## config.mk

```make
export PLATFORM = sky130hd
export DESIGN_NAME = sha256_block_seq
export DESIGN_NICKNAME = d
export VERILOG_FILES = /design/src/rtl/sha256_pkg.sv /design/src/rtl/sha256_word_buf.sv /design/src/rtl/sha256_block_seq.sv
export SDC_FILE = /design/constraint.sdc
export NUM_CORES = 2
export LEC_CHECK = 0
export CELL_PAD_IN_SITES_DETAIL_PLACEMENT = 0
export CELL_PAD_IN_SITES_GLOBAL_PLACEMENT = 2
export CORE_AREA = 4 4 423 425
export CTS_CLUSTER_DIAMETER = 50
export DETAILED_ROUTE_END_ITERATION = 10
export DIE_AREA = 0 0 427 429
export GPL_TIMING_DRIVEN = 0
export PLACE_DENSITY_LB_ADDON = 0.1
export SLEW_MARGIN = 5
export SYNTH_ARGS = -nofsm -noshare
export SYNTH_HDL_FRONTEND = slang
export SYNTH_HIERARCHICAL = 1
export SYNTH_SLANG_ARGS = --single-unit
```

## constraint.sdc

```tcl
create_clock -name clk_i -period 2.1 [get_ports clk_i]
set_input_delay 0.21 -clock clk_i [delete_from_list [all_inputs] [get_ports clk_i]]
set_output_delay 0.21 -clock clk_i [all_outputs]
set_load 0.05 [all_outputs]
```

## src/rtl/sha256_pkg.sv

```systemverilog
// ============================================================================
// sha256_pkg : shared types and geometry for the SHA-256 block sequencer
// Revision   : 1.0
// ============================================================================
`default_nettype none

package sha256_pkg;

    localparam int WordSize   = 32;
    localparam int BlockWidth = 512;
    localparam int NumWords   = BlockWidth / WordSize;

    typedef enum logic [1:0] {
        ST_IDLE = 2'd0,
        ST_FILL = 2'd1,
        ST_HASH = 2'd2,
        ST_DONE = 2'd3
    } state_e;

endpackage

`default_nettype wire

```

## src/rtl/sha256_word_buf.sv

```systemverilog
// ============================================================================
// sha256_word_buf : assembles stream words into one big-endian core block
// Revision        : 1.0
// ============================================================================
`default_nettype none

module sha256_word_buf
    import sha256_pkg::*;
#(
    parameter int WordSize   = sha256_pkg::WordSize,
    parameter int BlockWidth = sha256_pkg::BlockWidth
) (
    input  logic                  clk_i,
    input  logic                  rst_ni,
    input  logic                  clr_i,
    input  logic                  wr_i,
    input  logic [WordSize-1:0]   data_i,
    output logic                  last_word_o,
    output logic [BlockWidth-1:0] block_o
);

    localparam int NUM_WORDS = BlockWidth / WordSize;
    localparam int CNT_W     = $clog2(NUM_WORDS);

    logic [CNT_W-1:0]      word_cnt_q;
    logic [BlockWidth-1:0] block_q;

    assign last_word_o = (word_cnt_q == CNT_W'(NUM_WORDS - 1));
    assign block_o     = block_q;

    // Word 0 lands in the most significant slot of the block.
    always_ff @(posedge clk_i) begin
        if (!rst_ni) begin
            word_cnt_q <= '0;
            block_q    <= '0;
        end else if (clr_i) begin
            word_cnt_q <= '0;
        end else if (wr_i) begin
            block_q[BlockWidth - 1 - WordSize * int'(word_cnt_q) -: WordSize] <= data_i;
            word_cnt_q <= last_word_o ? '0 : word_cnt_q + CNT_W'(1);
        end
    end

endmodule

`default_nettype wire

```

## src/rtl/sha256_block_seq.sv

```systemverilog
// ============================================================================
// sha256_block_seq : feeds stream words to a SHA-256 core block by block and
//                    captures the final digest, with abort and watchdog
// Revision         : 1.0
// ============================================================================
`default_nettype none

module sha256_block_seq
    import sha256_pkg::*;
#(
    parameter int WordSize      = sha256_pkg::WordSize,
    parameter int BlockWidth    = sha256_pkg::BlockWidth,
    parameter int TimeoutCycles = 96
) (
    input  logic                  clk_i,
    input  logic                  rst_ni,
    input  logic                  start_i,
    input  logic                  abort_i,
    input  logic [WordSize-1:0]   s_data_i,
    input  logic                  s_valid_i,
    output logic                  s_ready_o,
    input  logic                  s_last_i,
    output logic [BlockWidth-1:0] block_o,
    output logic                  enable_hash_o,
    output logic                  rst_hash_o,
    input  logic                  hold_i,
    input  logic                  idle_i,
    input  logic                  digest_valid_i,
    input  logic [255:0]          digest_i,
    output logic [255:0]          digest_o,
    output logic                  busy_o,
    output logic                  done_o,
    output logic                  error_o,
    output logic [15:0]           block_cnt_o
);

    localparam int WD_W = $clog2(TimeoutCycles + 1);

    state_e         state_q, state_d;
    logic [15:0]    block_cnt_q, block_cnt_d;
    logic [WD_W-1:0] wd_q, wd_d;
    logic           last_seen_q, last_seen_d;
    logic           error_q, error_d;
    logic [255:0]   digest_q, digest_d;

    logic w_buf_clr, w_buf_wr, w_last_word, w_rst_hash;
    logic w_unused;

    // Core status idle_i and the final-block flag are informational only.
    assign w_unused = ^{idle_i, last_seen_q};

    sha256_word_buf #(
        .WordSize   (WordSize),
        .BlockWidth (BlockWidth)
    ) u_word_buf (
        .clk_i       (clk_i),
        .rst_ni      (rst_ni),
        .clr_i       (w_buf_clr),
        .wr_i        (w_buf_wr),
        .data_i      (s_data_i),
        .last_word_o (w_last_word),
        .block_o     (block_o)
    );

    always_ff @(posedge clk_i) begin
        if (!rst_ni) begin
            state_q     <= ST_IDLE;
            block_cnt_q <= '0;
            wd_q        <= '0;
            last_seen_q <= 1'b0;
            error_q     <= 1'b0;
            digest_q    <= '0;
        end else begin
            state_q     <= state_d;
            block_cnt_q <= block_cnt_d;
            wd_q        <= wd_d;
            last_seen_q <= last_seen_d;
            error_q     <= error_d;
            digest_q    <= digest_d;
        end
    end

    always_comb begin
        state_d     = state_q;
        block_cnt_d = block_cnt_q;
        wd_d        = wd_q;
        last_seen_d = last_seen_q;
        error_d     = error_q;
        digest_d    = digest_q;
        w_buf_clr   = 1'b0;
        w_buf_wr    = 1'b0;
        w_rst_hash  = 1'b0;

        if (abort_i) begin
            w_rst_hash = 1'b1;
            state_d    = ST_IDLE;
        end else begin
            case (state_q)
                ST_IDLE, ST_DONE: begin
                    if (start_i) begin
                        w_rst_hash  = 1'b1;
                        w_buf_clr   = 1'b1;
                        block_cnt_d = '0;
                        error_d     = 1'b0;
                        last_seen_d = 1'b0;
                        state_d     = ST_FILL;
                    end
                end
                ST_FILL: begin
                    if (s_valid_i) begin
                        // A premature last word means the host padding is broken.
                        if (s_last_i && !w_last_word) begin
                            error_d    = 1'b1;
                            w_rst_hash = 1'b1;
                            state_d    = ST_IDLE;
                        end else begin
                            w_buf_wr = 1'b1;
                            if (w_last_word) begin
                                last_seen_d = s_last_i;
                                if (block_cnt_q != 16'hFFFF) begin
                                    block_cnt_d = block_cnt_q + 16'd1;
                                end
                                wd_d    = '0;
                                state_d = ST_HASH;
                            end
                        end
                    end
                end
                ST_HASH: begin
                    if (digest_valid_i) begin
                        digest_d = digest_i;
                        state_d  = ST_DONE;
                    end else if (hold_i) begin
                        last_seen_d = 1'b0;
                        state_d     = ST_FILL;
                    end else if (wd_q == WD_W'(TimeoutCycles - 1)) begin
                        error_d    = 1'b1;
                        w_rst_hash = 1'b1;
                        state_d    = ST_IDLE;
                    end else begin
                        wd_d = wd_q + WD_W'(1);
                    end
                end
                default: state_d = ST_IDLE;
            endcase
        end
    end

    assign s_ready_o     = (state_q == ST_FILL);
    assign enable_hash_o = (state_q == ST_HASH);
    assign busy_o        = (state_q == ST_FILL) || (state_q == ST_HASH);
    assign done_o        = (state_q == ST_DONE);
    assign rst_hash_o    = !rst_ni || w_rst_hash;
    assign error_o       = error_q;
    assign digest_o      = digest_q;
    assign block_cnt_o   = block_cnt_q;

endmodule

`default_nettype wire

```

==> results.json <==
{
  "post-route-min-period_ns": 2.385,
  "clockRootBuffer": "clkbuf_16",
  "placed_area_um2": 43700,
  "hold_depth": 3,
  "clockBufferDepth": 3,
  "most-common-layout-cells": "1,112 x nand2_1, 1,045 x clkdlybuf4s50_1, 788 x dfxtp_1, 387 x mux2i_1, 244 x dlygate4sd3_1",
  "clock.fmax_mhz": 419.3,
  "violations": "negative setup slack",
  "yosysWarnings": 6,
  "combPwrFrac_pct": 4.6,
  "maxCapViolCount": 0,
  "cp.required_ns": 1.89,
  "vias_per_cell": 4.000,
  "cp_top_family": "simple AND/OR/NAND/NOR gates",
  "peakVddDrop_mv": 0.8236,
  "synth_top_cell_by_area": "dfxtp_1",
  "drt_iter0_drc": 1227,
  "rsz0062_at_grt": "yes",
  "ys.flop_type": "dfxtp_1",
  "internal_power_mw": 32.84,
  "route.vias.total": 29585,
  "grtUsageTotal_pct": 19.68,
  "path_max_fanout": 4,
  "initial_core_util_pct": 17.02,
  "hpwl_um": 140900,
  "power.net_switching_mw": 9.914,
  "holdPathEnd": "digest_o[95]$_SDFFE_PN0P_",
  "worst-path-stages": 7,
  "finish.utilization_pct": 31.37,
  "synth_seq_cells": 798,
  "antenna_found_initial": 33,
  "fin_crit_sh_pct": 113.6,
  "holdCritStartpoint": "digest_i[95]",
  "async_flop_share_pct": 0,
  "drt_first_pass_iters": 5,
  "syn_nets": 3599,
  "grt_pass1_vias": 30809,
  "clk_latency_ns": 0.78,
  "nets": 5223,
  "remaining_drc_errors": 0,
  "slowest_stage": "dfxtp_4",
  "wire_per_inst_um": 25.15,
  "grt_max_degree": 17,
  "ys_types": 65,
  "grt_pass1_wl_um": 253500,
  "endpoint_kind": "output port",
  "clock_power_share_pct": 59.9,
  "die_w_um": 427,
  "clkTransAtPathRegs_ns": 0.05,
  "synth-edff-count": 0,
  "worstReg2RegStart": "u_word_buf/word_cnt_q[1]$_SDFFE_PP0P_",
  "drive_gt1_share_pct": 13.64,
  "h-tree-depth": 4,
  "synth_area_leaders": "dfxtp_1 54%, nand2_1 14%, mux2i_1 13%, a21oi_1 3.9%, a21boi_0 3.5%",
  "slowest_delay_ns": 0.35,
  "synth-seq-area-share_pct": 53.52,
  "crit_type": "flip-flop to output port",
  "cts_buffers": 152,
  "start_kind": "flip-flop",
  "crit_buf_inv": 1,
  "synth_top_cell_area_share_pct": 53.52,
  "syn_to_final_growth_pct": 84.27,
  "cts_tree": "built",
  "reg2reg_slack_ns": -0.28,
  "io_buffers": 1084,
  "drv_slew": 0,
  "grt-ovfl-total": 0,
  "switching_share_pct": 23.19,
  "worst_pin_slew_ns": 1.053,
  "r2r_end": "u_word_buf/block_o[300]$_SDFFE_PN0P_",
  "mostFrequentLayoutCell": "nand2_1",
  "min_path_type": "input pin to flip-flop",
  "outcome": "finished, violations left",
  "ios": 1087,
  "sequentialPowerShare_pct": 35.5,
  "drt-total-wl_um": 186000,
  "cp_cell_sequence": "ha_4, and3_4, nor2b_4, a31oi_1, a21oi_1, or2_4, buf_12",
  "drtAntennaViolNets": 0,
  "setup_slack_ns": -0.2852,
  "setup_viol": 1367,
  "die_area_um2": 183200,
  "place_congestion": 0.7592,
  "p_leak_nw": 19.20,
  "die_h_um": 429,
  "hold_viol_final": 0,
  "worstRegToRegCells": 13,
  "synth_cells": 3291,
  "cts_sinks": 798,
  "design_area_um2": 55000,
  "fin_skew_ns": 0.02432,
  "synthesis.area_um2": 29850,
  "p_per_area_nw_per_um2": 777.3,
  "syn_area_per_cell_um2": 9.070,
  "num_rows": 154,
  "core_region_area_um2": 175300,
  "relSlewSlack_pct": 29.81,
  "critPathArrivalTime_ns": 2.18
}
power by group through the flow:
stage | registers (mW) | logic (mW) | clock network [mW]
6_report | 15.2 | 1.97 | 25.6
3_5_place_dp | 15.5 | 1.56 | 0
3_3_place_gp | 15.5 | 1.57 | 0
4_1_cts | 15.2 | 2.03 | 26.5
2_1_floorplan | 15.5 | 0.395 | 0
5_1_grt | 15.2 | 2.10 | 27.0
final cells by class:
cell class                      instances  area, um^2
Inverter                               12       51.30
Buffer                                251        2078
Tap cell                             2340        2928
Fill cell                           18548      120300
Multi-Input combinational cell       2225       12900
Timing Repair Buffer                 1475       15760
Clock inverter                         72       982.2
Antenna cell                           20       50.05
Clock buffer                          203        4259
Sequential cell                       798       16000
what timing repair did:
| action | in CTS | in global routing |
|---|---|---|
| cloned | 41 | 4 |
| endpoints found under the hold margin | 248 | 0 |
| gates resized for setup | 515 | 57 |
| setup endpoints to repair | 1583 | 1483 |
| hold buffers | 244 | 0 |
| pin swaps | 77 | 17 |
| setup buffers | 78 | 28 |
routing by layer:
metal  global-route usage, %  routed length [um]  vias up
met3                   5.923               12370      217
met5                       0                  69        -
met4                   5.091                4592       12
met2                   37.35               99090      869
met1                   20.91               69920    14192
li1                        -                   -    14295
worst register-to-register path, delay by kind of cell, from the launching register on:
family        cells  cell delay [ns]
simple gates      5             0.83
buf+inv           6             0.81
flops             1             0.35
fa+ha+maj         1             0.16
mux               1             0.12
through the flow:
step / setup TNS, ns / total power, mW / instances / hold WS [ns] / worst slack [ns]
6_report: -141.03 / 42.75 / 7396 / 0.06714 / -0.2852
5_1_grt: -288.05 / 44.31 / 7392 / -0.001161 / -0.4212
3_5_place_dp: -1014.90 / 17.05 / 6715 / 0.4462 / -1.892
2_1_floorplan: 0 / 15.91 / 3291 / 0.3460 / 0.0007685
4_1_cts: -253.71 / 43.70 / 7349 / 0.0001556 / -0.3935
3_3_place_gp: -1035.64 / 17.06 / 6715 / 0.4410 / -1.984
synth_stat cells (3+ instances only):
cell type  number
o21a_1          3
buf_2          74
xnor2_1         5
o21ai_0         7
or3_1           4
ha_1           11
nand3_1       140
nor2b_1         3
nor3_1          5
a211oi_1        4
nand4_1         5
buf_1           9
mux2i_1       387
a21boi_1       23
a21boi_0      138
nand2_1      1150
inv_1          12
a2111oi_4       3
buf_6          26
or2_2           4
dfxtp_1       798
and3_1          8
o221a_1         9
buf_4          18
nor2_1         27
a31oi_1         3
and3b_1         3
a21oi_1       232
clkbuf_1      128
nand2b_1        4
worst max path at each step:
stage,startpoint,endpoint,slack (ns)
after floorplan,state_q[0]$_SDFFE_PP0P_,block_cnt_o[13]$_SDFFE_PN0P_,0.0008
after global placement,rst_ni,digest_o[168]$_SDFFE_PN0P_,-1.98
after detailed placement,rst_ni,digest_o[167]$_SDFFE_PN0P_,-1.89
after CTS,u_word_buf/word_cnt_q[1]$_SDFFE_PP0P_,rst_hash_o,-0.39
after global routing,u_word_buf/word_cnt_q[1]$_SDFFE_PP0P_,rst_hash_o,-0.42
final,u_word_buf/word_cnt_q[1]$_SDFFE_PP0P_,rst_hash_o,-0.29
cells by family after synthesis:
logic type	Yosys count	synth area share, %
adder cells (fa/ha/maj)	11	0.4611
multiplexers	387	12.98
XOR/XNOR	6	0.1761
AO/OA/AOI/OAI	441	9.474
AND/OR/NAND/NOR	1380	18.83
flip-flops	798	53.52
buffers and inverters	268	4.565
registers in the layout, indices dropped and copies added (netlist names):
register / count
wd_q: 7
state_q: 2
u_word_buf/block_o: 512
block_cnt_o: 16
digest_o: 256
error_o: 1
u_word_buf/word_cnt_q: 4
(Power assumes the default switching activity.)
